`config.mk`:
```
export PLATFORM = sky130hd
export DESIGN_NAME = hasti_xbar_n_flat
export DESIGN_NICKNAME = d
export VERILOG_FILES = /design/src/rtl/hasti_xbar_n_if.sv /design/src/rtl/hasti_xbar_n.sv /design/src/flat_wrapper.sv
export SDC_FILE = /design/constraint.sdc
export NUM_CORES = 1
export LEC_CHECK = 0
export BUFFER_PORTS_ARGS = -buffer_cell sky130_fd_sc_hd__buf_2
export CAP_MARGIN = 20
export CORE_AREA = 2 2 117 119
export DETAILED_ROUTE_END_ITERATION = 16
export DIE_AREA = 0 0 119 121
export HOLD_SLACK_MARGIN = 0.03
export PLACE_DENSITY = 0.52
export REMOVE_ABC_BUFFERS = 1
export SYNTH_ARGS = -nofsm -noshare
export SYNTH_HDL_FRONTEND = slang
export SYNTH_SLANG_ARGS = --single-unit
```
`constraint.sdc`:
```
create_clock -name hclk -period 5.73 [get_ports hclk]
set_clock_uncertainty 0.1 [all_clocks]
set_input_delay 0.573 -clock hclk [delete_from_list [all_inputs] [get_ports hclk]]
set_output_delay 0.573 -clock hclk [all_outputs]
set_load 0.03 [all_outputs]
```
`src/rtl/hasti_xbar_n_if.sv`:
```
// Bus bundle for the single-master HASTI fabric: upstream master signals (m_*) and
// broadcast/returned slave-side signals (s_*). The fabric uses the slave modport.
interface hasti_xbar_n_if #(
  parameter int NSLV = 2,
  parameter int AW   = 32,
  parameter int DW   = 32
);
  logic [AW-1:0]      m_haddr;
  logic               m_hwrite;
  logic [2:0]         m_hsize;
  logic [2:0]         m_hburst;
  logic [3:0]         m_hprot;
  logic [1:0]         m_htrans;
  logic               m_hmastlock;
  logic [DW-1:0]      m_hwdata;
  logic [DW-1:0]      m_hrdata;
  logic               m_hready;
  logic               m_hresp;

  logic [NSLV-1:0]    s_hsel;
  logic [AW-1:0]      s_haddr;
  logic               s_hwrite;
  logic [2:0]         s_hsize;
  logic [2:0]         s_hburst;
  logic [3:0]         s_hprot;
  logic [1:0]         s_htrans;
  logic               s_hmastlock;
  logic [DW-1:0]      s_hwdata;
  logic               s_hready;
  logic [NSLV*DW-1:0] s_hrdata;
  logic [NSLV-1:0]    s_hreadyout;
  logic [NSLV-1:0]    s_hresp;

  // Fabric view: a slave to the bus master, a driver of the downstream slave ports.
  modport slave (
    input  m_haddr, m_hwrite, m_hsize, m_hburst, m_hprot, m_htrans, m_hmastlock, m_hwdata,
    output m_hrdata, m_hready, m_hresp,
    output s_hsel, s_haddr, s_hwrite, s_hsize, s_hburst, s_hprot, s_htrans, s_hmastlock,
    output s_hwdata, s_hready,
    input  s_hrdata, s_hreadyout, s_hresp
  );

  // Environment view: the bus master plus the attached slaves.
  modport master (
    output m_haddr, m_hwrite, m_hsize, m_hburst, m_hprot, m_htrans, m_hmastlock, m_hwdata,
    input  m_hrdata, m_hready, m_hresp,
    input  s_hsel, s_haddr, s_hwrite, s_hsize, s_hburst, s_hprot, s_htrans, s_hmastlock,
    input  s_hwdata, s_hready,
    output s_hrdata, s_hreadyout, s_hresp
  );
endinterface

```
`src/rtl/hasti_xbar_n.sv`:
```
// Single-master AHB-Lite fabric: address decode, broadcast, registered data-phase
// return mux, two-cycle ERROR default slave and error-capture status.
//
// state | meaning
// IDLE  | default slave idle, OKAY zero-wait
// ERR1  | first ERROR cycle, hready low
// ERR2  | second ERROR cycle, hready high, next address phase sampled
module hasti_xbar_n #(
  parameter int                  NSLV     = 2,
  parameter int                  AW       = 32,
  parameter int                  DW       = 32,
  parameter logic [NSLV*AW-1:0]  SLV_BASE = {32'h2000_0000, 32'h0000_0000},
  parameter logic [NSLV*AW-1:0]  SLV_MASK = {32'hFFFF_FC00, 32'hFFFF_FC00},
  parameter int                  ERRCNT_W = 8
) (
  input  logic                hclk,
  input  logic                hresetn,
  hasti_xbar_n_if.slave       bus,
  output logic [AW-1:0]       err_addr,
  output logic [ERRCNT_W-1:0] err_cnt
);

  typedef enum logic [1:0] {
    IDLE = 2'd0,
    ERR1 = 2'd1,
    ERR2 = 2'd2
  } state_t;

  state_t                state_q, state_d;
  logic [NSLV-1:0]       sel_q, sel_d;
  logic                  def_hready_q, def_hready_d;
  logic                  def_hresp_q, def_hresp_d;
  logic [AW-1:0]         err_addr_q, err_addr_d;
  logic [ERRCNT_W-1:0]   err_cnt_q, err_cnt_d;

  logic [NSLV-1:0]       match;
  logic [NSLV-1:0]       hsel;
  logic [DW-1:0]         ret_hrdata;
  logic                  ret_hready;
  logic                  ret_hresp;
  logic                  err_start;

  always_comb begin
    for (int i = 0; i < NSLV; i++) begin
      match[i] = ((bus.m_haddr & SLV_MASK[i*AW +: AW]) == SLV_BASE[i*AW +: AW]);
    end
  end

  // Walk from the top down so the lowest matching index is the last one written.
  always_comb begin
    hsel = '0;
    for (int i = NSLV - 1; i >= 0; i--) begin
      if (match[i]) begin
        hsel    = '0;
        hsel[i] = 1'b1;
      end
    end
  end

  assign bus.s_hsel      = hsel;
  assign bus.s_haddr     = bus.m_haddr;
  assign bus.s_hwrite    = bus.m_hwrite;
  assign bus.s_hsize     = bus.m_hsize;
  assign bus.s_hburst    = bus.m_hburst;
  assign bus.s_hprot     = bus.m_hprot;
  assign bus.s_htrans    = bus.m_htrans;
  assign bus.s_hmastlock = bus.m_hmastlock;
  assign bus.s_hwdata    = bus.m_hwdata;
  assign bus.s_hready    = ret_hready;

  // sel_q all-zero encodes the default slave.
  always_comb begin
    ret_hrdata = '0;
    ret_hresp  = 1'b0;
    ret_hready = 1'b0;
    for (int i = 0; i < NSLV; i++) begin
      if (sel_q[i]) begin
        ret_hrdata = ret_hrdata | bus.s_hrdata[i*DW +: DW];
        ret_hresp  = ret_hresp  | bus.s_hresp[i];
        ret_hready = ret_hready | bus.s_hreadyout[i];
      end
    end
    if (sel_q == '0) begin
      ret_hready = def_hready_q;
      ret_hresp  = def_hresp_q;
    end
  end

  assign bus.m_hrdata = ret_hrdata;
  assign bus.m_hready = ret_hready;
  assign bus.m_hresp  = ret_hresp;

  // Only NONSEQ/SEQ (htrans[1]=1) to unmapped space raise an error.
  assign err_start = ret_hready && (hsel == '0) && bus.m_htrans[1];

  always_comb begin
    state_d = state_q;
    case (state_q)
      IDLE:    if (err_start) state_d = ERR1;
      ERR1:    state_d = ERR2;
      ERR2:    state_d = err_start ? ERR1 : IDLE;
      default: state_d = IDLE;
    endcase
    def_hready_d = (state_d != ERR1);
    def_hresp_d  = (state_d != IDLE);

    sel_d = ret_hready ? hsel : sel_q;

    err_addr_d = err_addr_q;
    err_cnt_d  = err_cnt_q;
    if ((state_d == ERR1) && (state_q != ERR1)) begin
      err_addr_d = bus.m_haddr;
      if (~&err_cnt_q) err_cnt_d = err_cnt_q + ERRCNT_W'(1);
    end
  end

  always_ff @(posedge hclk or negedge hresetn) begin
    if (!hresetn) begin
      state_q      <= IDLE;
      sel_q        <= '0;
      def_hready_q <= 1'b1;
      def_hresp_q  <= 1'b0;
      err_addr_q   <= '0;
      err_cnt_q    <= '0;
    end else begin
      state_q      <= state_d;
      sel_q        <= sel_d;
      def_hready_q <= def_hready_d;
      def_hresp_q  <= def_hresp_d;
      err_addr_q   <= err_addr_d;
      err_cnt_q    <= err_cnt_d;
    end
  end

  assign err_addr = err_addr_q;
  assign err_cnt  = err_cnt_q;

endmodule

```
`src/flat_wrapper.sv`:
```
// flat-port wrapper written by rule: the top's interface ports become plain ports
module hasti_xbar_n_flat 
#(
  parameter int                  NSLV     = 2,
  parameter int                  AW       = 32,
  parameter int                  DW       = 32,
  parameter logic [NSLV*AW-1:0]  SLV_BASE = {32'h2000_0000, 32'h0000_0000},
  parameter logic [NSLV*AW-1:0]  SLV_MASK = {32'hFFFF_FC00, 32'hFFFF_FC00},
  parameter int                  ERRCNT_W = 8
)
  (hclk, hresetn, err_addr, err_cnt, bus_m_haddr, bus_m_hwrite, bus_m_hsize, bus_m_hburst, bus_m_hprot, bus_m_htrans, bus_m_hmastlock, bus_m_hwdata, bus_m_hrdata, bus_m_hready, bus_m_hresp, bus_s_hsel, bus_s_haddr, bus_s_hwrite, bus_s_hsize, bus_s_hburst, bus_s_hprot, bus_s_htrans, bus_s_hmastlock, bus_s_hwdata, bus_s_hready, bus_s_hrdata, bus_s_hreadyout, bus_s_hresp);
  hasti_xbar_n_if #(.NSLV(NSLV), .AW(AW), .DW(DW)) bus_i ();
  input  logic hclk;
  input  logic hresetn;
  output logic [AW-1:0] err_addr;
  output logic [ERRCNT_W-1:0] err_cnt;
  input wire logic [$bits(bus_i.m_haddr)-1:0] bus_m_haddr;
  input wire logic [$bits(bus_i.m_hwrite)-1:0] bus_m_hwrite;
  input wire logic [$bits(bus_i.m_hsize)-1:0] bus_m_hsize;
  input wire logic [$bits(bus_i.m_hburst)-1:0] bus_m_hburst;
  input wire logic [$bits(bus_i.m_hprot)-1:0] bus_m_hprot;
  input wire logic [$bits(bus_i.m_htrans)-1:0] bus_m_htrans;
  input wire logic [$bits(bus_i.m_hmastlock)-1:0] bus_m_hmastlock;
  input wire logic [$bits(bus_i.m_hwdata)-1:0] bus_m_hwdata;
  output wire logic [$bits(bus_i.m_hrdata)-1:0] bus_m_hrdata;
  output wire logic [$bits(bus_i.m_hready)-1:0] bus_m_hready;
  output wire logic [$bits(bus_i.m_hresp)-1:0] bus_m_hresp;
  output wire logic [$bits(bus_i.s_hsel)-1:0] bus_s_hsel;
  output wire logic [$bits(bus_i.s_haddr)-1:0] bus_s_haddr;
  output wire logic [$bits(bus_i.s_hwrite)-1:0] bus_s_hwrite;
  output wire logic [$bits(bus_i.s_hsize)-1:0] bus_s_hsize;
  output wire logic [$bits(bus_i.s_hburst)-1:0] bus_s_hburst;
  output wire logic [$bits(bus_i.s_hprot)-1:0] bus_s_hprot;
  output wire logic [$bits(bus_i.s_htrans)-1:0] bus_s_htrans;
  output wire logic [$bits(bus_i.s_hmastlock)-1:0] bus_s_hmastlock;
  output wire logic [$bits(bus_i.s_hwdata)-1:0] bus_s_hwdata;
  output wire logic [$bits(bus_i.s_hready)-1:0] bus_s_hready;
  input wire logic [$bits(bus_i.s_hrdata)-1:0] bus_s_hrdata;
  input wire logic [$bits(bus_i.s_hreadyout)-1:0] bus_s_hreadyout;
  input wire logic [$bits(bus_i.s_hresp)-1:0] bus_s_hresp;
  assign bus_i.m_haddr = bus_m_haddr;
  assign bus_i.m_hwrite = bus_m_hwrite;
  assign bus_i.m_hsize = bus_m_hsize;
  assign bus_i.m_hburst = bus_m_hburst;
  assign bus_i.m_hprot = bus_m_hprot;
  assign bus_i.m_htrans = bus_m_htrans;
  assign bus_i.m_hmastlock = bus_m_hmastlock;
  assign bus_i.m_hwdata = bus_m_hwdata;
  assign bus_m_hrdata = bus_i.m_hrdata;
  assign bus_m_hready = bus_i.m_hready;
  assign bus_m_hresp = bus_i.m_hresp;
  assign bus_s_hsel = bus_i.s_hsel;
  assign bus_s_haddr = bus_i.s_haddr;
  assign bus_s_hwrite = bus_i.s_hwrite;
  assign bus_s_hsize = bus_i.s_hsize;
  assign bus_s_hburst = bus_i.s_hburst;
  assign bus_s_hprot = bus_i.s_hprot;
  assign bus_s_htrans = bus_i.s_htrans;
  assign bus_s_hmastlock = bus_i.s_hmastlock;
  assign bus_s_hwdata = bus_i.s_hwdata;
  assign bus_s_hready = bus_i.s_hready;
  assign bus_i.s_hrdata = bus_s_hrdata;
  assign bus_i.s_hreadyout = bus_s_hreadyout;
  assign bus_i.s_hresp = bus_s_hresp;
  hasti_xbar_n #(.NSLV(NSLV), .AW(AW), .DW(DW), .SLV_BASE(SLV_BASE), .SLV_MASK(SLV_MASK), .ERRCNT_W(ERRCNT_W)) u_core (.hclk(hclk), .hresetn(hresetn), .bus(bus_i), .err_addr(err_addr), .err_cnt(err_cnt));
endmodule
```
==> results of run 1 <==
==> synth_stat cells <==
cell type  instances  area, um2
nor3b_2            1       12.5
clkbuf_1           4       15.0
nand2b_1           1       6.26
dfrtp_1           45       1130
nand2_1            4       15.0
nor4_1             6       37.5
ha_1               1       12.5
nand4_1            2       12.5
o21ai_0            1       5.00
nor3_1             4       20.0
a211oi_1           1       7.51
buf_4             79        593
a21oi_1            1       5.00
nor3b_1            2       15.0
buf_1              3       11.3
dfstp_2            1       26.3
a221o_1            1       10.0
mux2_2            35        394
buf_2              3       15.0
nand3_1            3       15.0
xor2_1             6       52.6
inv_1              3       11.3
o2111ai_4          1       26.3
nor2b_1            1       6.26
nor4b_2            1       15.0
a221o_2            1       11.3
buf_6              2       22.5
a22o_1            32        280
nor2_1             5       18.8
==> power by group through the flow <==
stage	clock (W)	sequential [W]	combinational (W)
2_1_floorplan	0	0.000853	0.000440
5_1_grt	0.000317	0.000579	0.00117
6_report	0.000289	0.000560	0.00110
3_5_place_dp	0	0.000565	0.00111
4_1_cts	0.000303	0.000561	0.00111
3_3_place_gp	0	0.000563	0.00110
==> per-stage QoR <==
stage	hold slack, ns	instance area [um2]	instances
after floorplan	0.177	2140	159
after global placement	0.303	3450	550
after detailed placement	0.313	3450	550
after CTS	0.322	3590	558
after global routing	0.176	3610	559
final	0.144	3620	560
==> per-layer routing <==
metal  GRT usage  part of all wire  up-vias
met5      0.0882             0.014        -
met4      0.0283             0.010        4
met3       0.122              0.20       15
met2       0.213              0.44      234
met1       0.133              0.34     1080
li1            -                 -     1065
==> worst paths after layout <==
kind / slack [ns] / startpoint / endpoint / cells past startpoint
max reg2reg: 3.28 / u_core.sel_q[1]$_DFFE_PN0P_ / u_core.err_cnt[1]$_DFFE_PN0P_ / 7
min: 0.14 / hresetn / u_core.err_cnt[6]$_DFFE_PN0P_ / 1
min reg2reg: 0.32 / u_core.state_q[1]$_DFF_PN0_ / u_core.state_q[1]$_DFF_PN0_ / 1
max in group asynchronous: 4.87 / hresetn / u_core.err_addr[3]$_DFFE_PN0P_ / 2
min in group hclk: 0.32 / u_core.state_q[1]$_DFF_PN0_ / u_core.state_q[1]$_DFF_PN0_ / 1
max: 2.85 / bus_m_haddr[22] / bus_s_hsel[0] / 5
==> area by class of cell <==
type	count	area [um2]
Fill cell	1381	9470
Sequential cell	46	1150
Timing Repair Buffer	216	1100
Multi-Input combinational cell	110	978
Tap cell	176	220
Clock buffer	7	143
Inverter	3	11.3
Clock inverter	1	5.00
Antenna cell	1	2.50
==> cell usage in the layout, fill, tap and decap left out, drive strengths merged <==
cell type	synthesis	final
clkbuf	4	7
nand4	2	2
nor4	6	6
nand3	3	3
dfstp	1	1
nor3b	3	3
mux2	35	35
nor4b	1	1
a221o	2	2
diode	0	1
nor2	5	5
inv	3	3
o21ai	1	1
nand2b	1	1
a211oi	1	1
o2111ai	1	1
nor3	4	4
clkinv	0	1
buf	87	216
a21oi	1	1
xor2	6	6
a22o	32	32
nor2b	1	1
nand2	4	4
ha	1	1
dfrtp	45	45
==> flip-flops by register name (all words and copies together), names as in the netlist <==
register	flops
u_core.sel_q	2
u_core.state_q	2
u_core.err_cnt	8
u_core.def_hresp_q	1
u_core.err_addr	32
u_core.def_hready_q	1
==> logic make-up after synthesis <==
family / count (synthesis) / share of synthesized area
xor gates and xnor gates: 6 / 0.0188
muxes: 35 / 0.141
buffers and inverters: 94 / 0.239
DFF: 46 / 0.412
AOI/OAI and AO/OA: 38 / 0.123
adders and majority gates: 1 / 0.00447
and+or+nand+nor: 30 / 0.0621
==> impl_results.md, run 1 <==
* Tot Pwr at 0.00195 W
* Max Clk Rate at 348 MHz
* Setup TNS at 0 ns
* Pin count of the biggest net entering global routing at 47
* CP Max Fanout at 3
* Setup violations, final at 0
* Seq/Total Area, Yosys at 0.412
* Reg power frac at 0.288
* GRT Total Usage at 0.138
* Fin nets at 531
* Cells along the critical path: buf_2 > nor4_1 > nand4_1 > nor3_1 > buf_2
* Vias in the first global route at 2,375
* Ys Warns at 0
* Post-Route Utilization at 0.276
* H-tree levels at 2
* Iteration-0 DRC Markers at 46
* CTS Root Cell: clkbuf_16
* Core area at 13,100 um2
* Min setup slack post-route at 2.85 ns
* Worst EP arrival at 2.20 ns
* # DRC at 0
* Die H at 121 um
* CP Class: in2out
* Internal power at 0.00103 W
* Pins Over Slew Limit at 0
* Num ports at 303
* Clock Power Share at 0.148
* Global route overflow at 0
* CTS hold repair buffers at 0
* Via count at 2,398
* Die Footprint at 14,400 um2
* Post-CTS Setup Inserts at 0
* DPL Wire Length at 8600 um
* Max cap viols at 0
* Antenna-violating nets left at 0
* Resize count post-CTS at 0
* Min-Delay Path Class: in2async
* Worst path max stage delay at 0.52 ns
* RSZ-0062 raised after global routing: no
* Outcome: complete, no violations
* PD cells at 539 nW/um2
* WP data required at 5.06 ns
* Port buffer count at 212
* Sink Count at 46
* TritonCTS buffer count at 5
* First-pass GRT wire length at 14,300 um
* CTS tree: yes
* Sw Share at 0.471
* Crit share post-route at 0.502
* Pre-CTS setup slack at 2.54 ns
* Routed wire per std cell at 18.6 um
* Placement row count at 42
* Mapped cell area at 2800 um2
* Clock period minus worst slack at 2.88 ns
* Comb power frac at 0.564
* Crit end category: primary output
* FF+latch count, synth at 46
* Syn Area/Cell at 11.2 um2
* Slew margin rel. at 0.629
* Initial antenna violation count at 2
* Critical path's slowest cell: nor4_1
* Switching Power at 0.000918 W
* Cells after synthesis at 250
* Die X at 119 um
* Synth cell types at 29
* Slew @ Worst Pin at 0.551 ns
* Routability-driven placement congestion ratio at 0.686
* Pre-antenna DRT Iters at 4
* Crit path launch type: primary input
* Leakage at 1.93 nW
* Clk_lat worst skew at 0.28 ns
* Share of post-route cells with drive strength above 1 at 0.687
* Clk slew on worst S/H paths at 0.07 ns
* Starting Density at 0.214
* Peak VDD IR at 223 uV
* CP bufs+invs at 2
* Most frequent CP cell: buf_2
* Family with the most delay on the worst path: simple AND/OR/NAND/NOR gates
* Fin. Hold Viols at 0
* Vias per cell at 4.28
* Clk buf depth at 2
* Final wirelength at 10,400 um
* Area delta synth->final at 29.2%
(Power assumes the default switching activity.)
==> run 2: changes to the inputs <==
==> constraint.sdc (replaced) <==
create_clock -name hclk -period 2.9 [get_ports hclk]
set_clock_uncertainty 0.1 [all_clocks]
set_input_delay 0.29 -clock hclk [delete_from_list [all_inputs] [get_ports hclk]]
set_output_delay 0.29 -clock hclk [all_outputs]
set_load 0.03 [all_outputs]
==> run 2 against run 1 <==
  * Clock power increased by 130%
  * Die area unchanged
  * Global-route usage increased by 0.13 points
  * Design area increased by 1.6%
  * Highest routed layer unchanged
  * Hold slack improved by 0.00071 ns
  * Worst setup slack got worse by 2.2 ns
  * Critical endpoint is now u_core.err_cnt[1]$_DFFE_PN0P_
  * Flip-flop and latch count unchanged
==> impl_results.md, run 2 (same netlist as run 1, synthesis figures left out) <==
* Worst Hold Launch: bus_m_haddr[4]
* CP Class: in2reg (was in2out)
* Die Footprint at 14,400 um2 (unchanged)
* Clock period minus worst slack at 2.20 ns
* Crit Reg-Reg Startpoint: u_core.def_hready_q$_DFF_PN1_ (was u_core.sel_q[1]$_DFFE_PN0P_)
* Slew margin rel. at 0.612 (was 0.629)
* Fillers at 1,401 (was 1,381)
* Antenna-violating nets left at 0 (unchanged)
* Reg2reg setup slack at 0.82 ns (was 3.28 ns)
* Tot Pwr at 0.00396 W (was 0.00195 W)
* Vias in the first global route at 2,403 (was 2,375)
* Outcome: complete, no violations (unchanged)
* Max cap viols at 0 (unchanged)
* Non-Filler Instances at 563 (was 560)
* WP data required at 2.97 ns (was 5.06 ns)
* Pre-CTS setup slack at 0.339 ns (was 2.54 ns)
* CTS tree: yes (unchanged)
* Leakage at 1.95 nW (was 1.93 nW)
* CTS hold repair buffers at 0 (unchanged)
* Post-CTS Setup Inserts at 0 (unchanged)
* Setup violations, final at 0 (unchanged)
* Hold endpoint: u_core.err_addr[4]$_DFFE_PN0P_
* First-pass GRT wire length at 14,400 um (was 14,300 um)
* Clk_lat worst skew at 0.29 ns (was 0.28 ns)
* Die H at 121 um (unchanged)
* Max Clk Rate at 454 MHz
* Starting Density at 0.214 (unchanged)
* TritonCTS buffer count at 5 (unchanged)
* Share of post-route cells with drive strength above 1 at 0.689 (was 0.687)
* Die X at 119 um (unchanged)
* Routability-driven placement congestion ratio at 0.742 (was 0.686)
* Max FFs per register at 32 (unchanged)
* Via count at 2,428 (was 2,398)
* Area delta synth->final at 31.3% (was 29.2%)
* Resize count post-CTS at 0 (unchanged)
* Min-Delay Path Class: in2reg (was in2async)
* Pin count of the biggest net entering global routing at 47 (unchanged)
* Global route overflow at 0 (unchanged)
* Most frequent cells in the layout: buf_2, dfrtp_1, mux2_2 (unchanged)
* Core area at 13,100 um2 (unchanged)
* Worst EP arrival at 2.28 ns (was 2.20 ns)
* CP Max Fanout at 28 (was 3)
* Clk buf depth at 2 (unchanged)
* Placed cell count at 552 (was 550)
* Register area at 1150 um2 (unchanged)
* PD cells at 1080 nW/um2 (was 539 nW/um2)
* GRT Total Usage at 0.139 (was 0.138)
* Fin. Hold Viols at 0 (unchanged)
* Clk slew on worst S/H paths at 0.06 ns (was 0.07 ns)
* Pins Over Slew Limit at 0 (unchanged)
* Crit path launch type: primary input (unchanged)
* Peak VDD IR at 678 uV (was 223 uV)
* Crit end category: register (was primary output)
* Placement row count at 42 (unchanged)
* H-tree levels at 2 (unchanged)
* # DRC at 0 (unchanged)
* Fin nets at 534 (was 531)
* CP Launch Point: bus_m_haddr[22] (unchanged)
* RSZ-0062 raised after global routing: no (unchanged)
* Num ports at 303 (unchanged)
* Area of the multi-input gates at 978 um2 (unchanged)
* Routed wire per std cell at 18.7 um (was 18.6 um)
* Pre-antenna DRT Iters at 6 (was 4)
* Slew @ Worst Pin at 0.582 ns (was 0.551 ns)
* WHS at 0.145 ns (was 0.144 ns)
* Final wirelength at 10,500 um (was 10,400 um)
* Setup TNS at 0 ns (unchanged)
* Sink Count at 46 (unchanged)
* Commonest non-fill, non-tap cell in the layout: buf_2 (unchanged)
* Crit share post-route at 0.759
* CTS Root Cell: clkbuf_16 (unchanged)
* Min setup slack post-route at 0.699 ns (was 2.85 ns)
* Port buffer count at 212 (unchanged)
* DPL Wire Length at 8750 um (was 8600 um)
* R2R cell count at 6 (was 7)
* R2R Path End: u_core.err_cnt[6]$_DFFE_PN0P_ (was u_core.err_cnt[1]$_DFFE_PN0P_)
* Iteration-0 DRC Markers at 87 (was 46)
* Vias per cell at 4.31 (was 4.28)
* Initial antenna violation count at 1 (was 2)
* Hold depth at 2
[run 2: cell count changes in the layout (fill, tap and decap cells not counted), sizes merged]
cell | previous run | this run
buf | 216 | 218
clkbuf | 7 | 5
bufinv | 0 | 1
clkinv | 1 | 0
clkinvlp | 0 | 1
dlygate4sd3 | 0 | 1
inv | 3 | 4
[run 2: report_power, final]
group	switching (W)	internal [W]	total (W)	leakage, nW
Combinational	0.00141	0.000757	0.00217	1.32
Sequential	0.000175	0.000943	0.00112	0.553
Clock	0.000258	0.000413	0.000671	0.0820
Total	0.00185	0.00211	0.00396	1.95
[run 2: final cells by class]
cell class / instances / share of cell area
timing repair buffer: 219 / 0.309
clock inverter: 3 / 0.0133
antenna: 1 / 0.000681
tap: 176 / 0.0599
sequential: 46 / 0.314
multi-input combinational: 110 / 0.266
inverter: 3 / 0.00306
clock buffer: 5 / 0.0340
[run 2: how the worst max path moves through the flow]
stage | end | slack, ns | cells after the start
2_1_floorplan | u_core.err_cnt[6]$_DFFE_PN0P_ | 0.02 | 4
3_3_place_gp | u_core.err_cnt[1]$_DFFE_PN0P_ | 0.44 | 7
3_5_place_dp | u_core.err_cnt[1]$_DFFE_PN0P_ | 0.34 | 7
4_1_cts | u_core.err_cnt[1]$_DFFE_PN0P_ | 0.64 | 7
5_1_grt | u_core.err_cnt[1]$_DFFE_PN0P_ | 0.52 | 7
6_report | u_core.err_cnt[1]$_DFFE_PN0P_ | 0.70 | 7
[run 2: stage by stage]
| step | area [um2] | utilization |
|---|---|---|
| 4_1_cts | 3630 | 0.278 |
| 5_1_grt | 3670 | 0.281 |
| 2_1_floorplan | 2140 | - |
| 3_5_place_dp | 3460 | 0.264 |
| 3_3_place_gp | 3460 | 0.264 |
| 6_report | 3670 | 0.281 |
[run 2: critical path: stages]
cell       delay (ns)
buf_2            0.12
nor4_1           0.49
nand4_1          0.30
o2111ai_4        0.27
buf_4            0.37
nor2_1           0.14
mux2_2           0.29
[run 2: per-layer routing]
metal,part of all wire,vias up,global-route usage
met3,0.20,10,0.123
met4,0.0086,4,0.0305
met5,0.013,-,0.0919
met1,0.34,1109,0.138
met2,0.44,226,0.210
li1,-,1079,-
==> run 3: changes to the inputs <==
--- a/config.mk
+++ b/config.mk
@@ -5,13 +5,14 @@
 export SDC_FILE = /design/constraint.sdc
 export NUM_CORES = 1
 export LEC_CHECK = 0
+export ABC_AREA = 1
 export BUFFER_PORTS_ARGS = -buffer_cell sky130_fd_sc_hd__buf_2
 export CAP_MARGIN = 20
-export CORE_AREA = 2 2 117 119
+export CORE_AREA = 2 2 118 120
 export DETAILED_ROUTE_END_ITERATION = 16
-export DIE_AREA = 0 0 119 121
+export DIE_AREA = 0 0 120 122
 export HOLD_SLACK_MARGIN = 0.03
-export PLACE_DENSITY = 0.52
+export PLACE_DENSITY = 0.54
 export REMOVE_ABC_BUFFERS = 1
 export SYNTH_ARGS = -nofsm -noshare
 export SYNTH_HDL_FRONTEND = slang
==> constraint.sdc (replaced) <==
create_clock -name hclk -period 1.8 [get_ports hclk]
set_clock_uncertainty 0.1 [all_clocks]
set_input_delay 0.18 -clock hclk [delete_from_list [all_inputs] [get_ports hclk]]
set_output_delay 0.18 -clock hclk [all_outputs]
set_load 0.03 [all_outputs]
==> run 3 against run 2 <==
  * Count of clock-buffer cells in the layout is 1 higher
  * Total power is 57% higher
  * Sequential share of layout area is 3.3 points lower
  * Global-route usage is 1.7 points higher
==> impl_results.md, run 3 <==
* Outcome: complete, no violations (unchanged)
* Clk_lat worst skew at 0.29 ns (about the same)
* TritonCTS buffer count at 5 (unchanged)
* Num ports at 303 (unchanged)
* Final Instance Area at 4100 um2 (was 3670 um2)
* Comb power frac at 0.569 (was 0.548)
* Die X at 120 um (was 119 um)
* Commonest non-fill, non-tap cell in the layout: buf_2 (unchanged)
* Most frequent cells in the layout: buf_2, nand2_1, dfrtp_1 (was buf_2, dfrtp_1, mux2_2)
* Iteration-0 DRC Markers at 98 (was 87)
* Syn Area/Cell at 8.17 um2 (was 11.2 um2)
* Crit path launch type: register (was primary input)
* Top post-synthesis cells by count: nand2_1, buf_4, dfrtp_1 (was buf_4, dfrtp_1, mux2_2)
* Ys Warns at 0 (unchanged)
* Setup violations, final at 0 (unchanged)
* Port buffer count at 212 (unchanged)
* Clk buf depth at 2 (unchanged)
* Max cap viols at 0 (unchanged)
* Final wirelength at 11,900 um (was 10,500 um)
* R2R cell count at 9 (was 6)
* WP data required at 1.52 ns (was 2.97 ns)
* Die H at 122 um (was 121 um)
* Pre-antenna DRT Iters at 7 (was 6)
* Initial antenna violation count at 0 (was 1)
* Crit share post-route at 0.929
* Non-Filler Instances at 706 (was 563)
* Worst EP arrival at 1.39 ns (was 2.28 ns)
* Internal power at 0.00312 W (was 0.00211 W)
* Via count at 3,012 (was 2,428)
* Count leader, synth: nand2_1 (was buf_4)
* Sw Share at 0.498 (was 0.466)
* Post-Route Utilization at 0.304 (was 0.281)
* CP Max Fanout at 34 (was 28)
* Pre-CTS setup slack at -0.200 ns (was 0.339 ns)
* RSZ-0062 raised after global routing: no (unchanged)
* Area delta synth->final at 40.0% (was 31.3%)
* Reg power frac at 0.281 (was 0.282)
* Max Clk Rate at 598 MHz
* Seq/Total Area, Yosys at 0.393 (was 0.412)
* Hold depth at 3 (was 2)
* Leakage at 2.40 nW (was 1.95 nW)
* DPL Wire Length at 8880 um (was 8750 um)
* Starting Density at 0.217 (was 0.214)
* Slew @ Worst Pin at 0.619 ns (was 0.582 ns)
* Vias per cell at 4.27 (was 4.31)
* Placed cell count at 670 (was 552)
* Synth area leaders: dfrtp_1, buf_4, nand2_1 (was dfrtp_1, buf_4, mux2_2)
* Vias in the first global route at 2,789 (was 2,403)
* Synth cell types at 25 (was 29)
* Sink Count at 46 (unchanged)
* Mapped cell area at 2930 um2 (was 2800 um2)
* Placement row count at 43 (was 42)
* Pin count of the biggest net entering global routing at 47 (unchanged)
* Routed wire per std cell at 16.9 um (was 18.7 um)
* Peak VDD IR at 715 uV (was 678 uV)
* CTS tree: yes (unchanged)
* Post-synth top area cell: dfrtp_1 (unchanged)
* Top cell type's share of synthesized area at 0.384 (was 0.402)
* Post-synth top flop: dfrtp_1 (unchanged)
* Crit end category: primary output (was register)
* Fillers at 1,446 (was 1,401)
* Number of synthesized flops with an enable pin at 0 (unchanged)
* PD cells at 1520 nW/um2 (was 1080 nW/um2)
* Async set-reset flop share out of synthesis at 1.00 (unchanged)
* Clock period minus worst slack at 1.67 ns
* Cell Area, Placed at 3660 um2 (was 3460 um2)
* GRT Total Usage at 0.156 (was 0.139)
* Tot Pwr at 0.00622 W (was 0.00396 W)
* Slew margin rel. at 0.587 (was 0.612)
* Switching Power at 0.00310 W (was 0.00185 W)
* Area of the multi-input gates at 1090 um2 (was 978 um2)
* Register area at 1150 um2 (unchanged)
* Min setup slack post-route at 0.127 ns (was 0.699 ns)
* Fin nets at 674 (was 534)
* Clk slew on worst S/H paths at 0.07 ns (was 0.06 ns)
* Die Footprint at 14,600 um2 (was 14,400 um2)
* Number of diodes at 0 (was 1)
* H-tree levels at 2 (unchanged)
* Antenna-violating nets left at 0 (unchanged)
* Pins Over Slew Limit at 0 (unchanged)
* Min-Delay Path Class: in2reg (unchanged)
* Clock Power Share at 0.149 (was 0.169)
* Max FFs per register at 32 (unchanged)
* First-pass GRT wire length at 16,900 um (was 14,400 um)
* Share of post-route cells with drive strength above 1 at 0.473 (was 0.689)
* # DRC at 0 (unchanged)
* Core area at 13,500 um2 (was 13,100 um2)
* Routability-driven placement congestion ratio at 0.772 (was 0.742)
* Global route overflow at 0 (unchanged)
* FF+latch count, synth at 46 (unchanged)
* CP Class: reg2out (was in2reg)
* CTS Root Cell: clkbuf_16 (unchanged)
* Cells after synthesis at 359 (was 250)
* Fin. Hold Viols at 0 (unchanged)
[run 3: cell count changes after synthesis, sizes merged, moves of 3 or more]
cell	previous run	this run
inv	3	9
mux2	35	1
nand2	4	126
nand3	3	15
nor2	5	21
nor3	4	0
nor3b	3	0
nor4	6	0
[run 3: kinds of logic (layout without fill, tap and decap cells)]
group	after synthesis	in the layout	synth area share
AND/OR/NAND/NOR	165	167	0.233
buffers and inverters	104	269	0.246
flip-flops	46	46	0.393
AO/OA/AOI/OAI	36	36	0.102
XOR/XNOR	6	6	0.0179
adder cells (fa/ha/maj)	1	1	0.00427
multiplexers	1	1	0.00384
[run 3: final cells by class]
| type | instances | area share |
|---|---|---|
| repair buffers | 251 | 0.355 |
| well taps | 180 | 0.0549 |
| multi-input cells | 211 | 0.265 |
| flip-flops and latches | 46 | 0.281 |
| clock buffers | 6 | 0.0314 |
| inverters | 10 | 0.00945 |
| clock inverters | 2 | 0.00335 |
[run 3: power groups by stage]
stage / registers, W / logic [W] / clock network, W
after detailed placement: 0.00175 / 0.00343 / 0
after global placement: 0.00174 / 0.00339 / 0
after floorplan: 0.00258 / 0.00126 / 0
after CTS: 0.00175 / 0.00351 / 0.000962
after global routing: 0.00181 / 0.00384 / 0.00101
final: 0.00175 / 0.00354 / 0.000929
[run 3: what timing repair did]
item | in CTS | in global routing
hold buffers | 24 | 0
pin swaps | 1 | 1
resized for setup | 1 | 5
endpoints found under the setup margin | 39 | 55
gates cloned | 2 | 0
hold endpoints to repair | 68 | 0
buffers inserted | 0 | 2
[run 3: worst paths after layout]
path,start,end,slack [ns]
worst max-delay path,u_core.sel_q[1]$_DFFE_PN0P_,bus_m_hrdata[6],0.13
worst min-delay path,bus_m_haddr[10],u_core.err_addr[10]$_DFFE_PN0P_,0.03
worst max register to register,u_core.sel_q[1]$_DFFE_PN0P_,u_core.err_cnt[5]$_DFFE_PN0P_,0.21
worst min register to register,u_core.state_q[1]$_DFF_PN0_,u_core.state_q[1]$_DFF_PN0_,0.32
max in group asynchronous,hresetn,u_core.state_q[0]$_DFF_PN0_,0.75
min in group asynchronous,hresetn,u_core.err_addr[5]$_DFFE_PN0P_,0.43
[run 3: stage by stage]
stage | hold WS, ns | TNS [ns]
4_1_cts | 0.0309 | 0
3_5_place_dp | 0.227 | -5.09
2_1_floorplan | -0.216 | -23.96
5_1_grt | 0.0346 | 0
3_3_place_gp | 0.208 | -2.53
6_report | 0.0346 | 0
[run 3: critical path, stage by stage (launching register included)]
cell     delay (ns)
dfrtp_1        0.42
buf_6          0.26
a22o_1         0.18
buf_2          0.22
[run 3: layer usage]
| layer | up-vias | global-route usage | wire length [um] |
|---|---|---|---|
| li1 | 1411 | - | - |
| met1 | 1333 | 0.171 | 4460 |
| met2 | 254 | 0.220 | 4810 |
| met3 | 10 | 0.139 | 2410 |
| met4 | 4 | 0.0279 | 78 |
| met5 | - | 0.0868 | 174 |
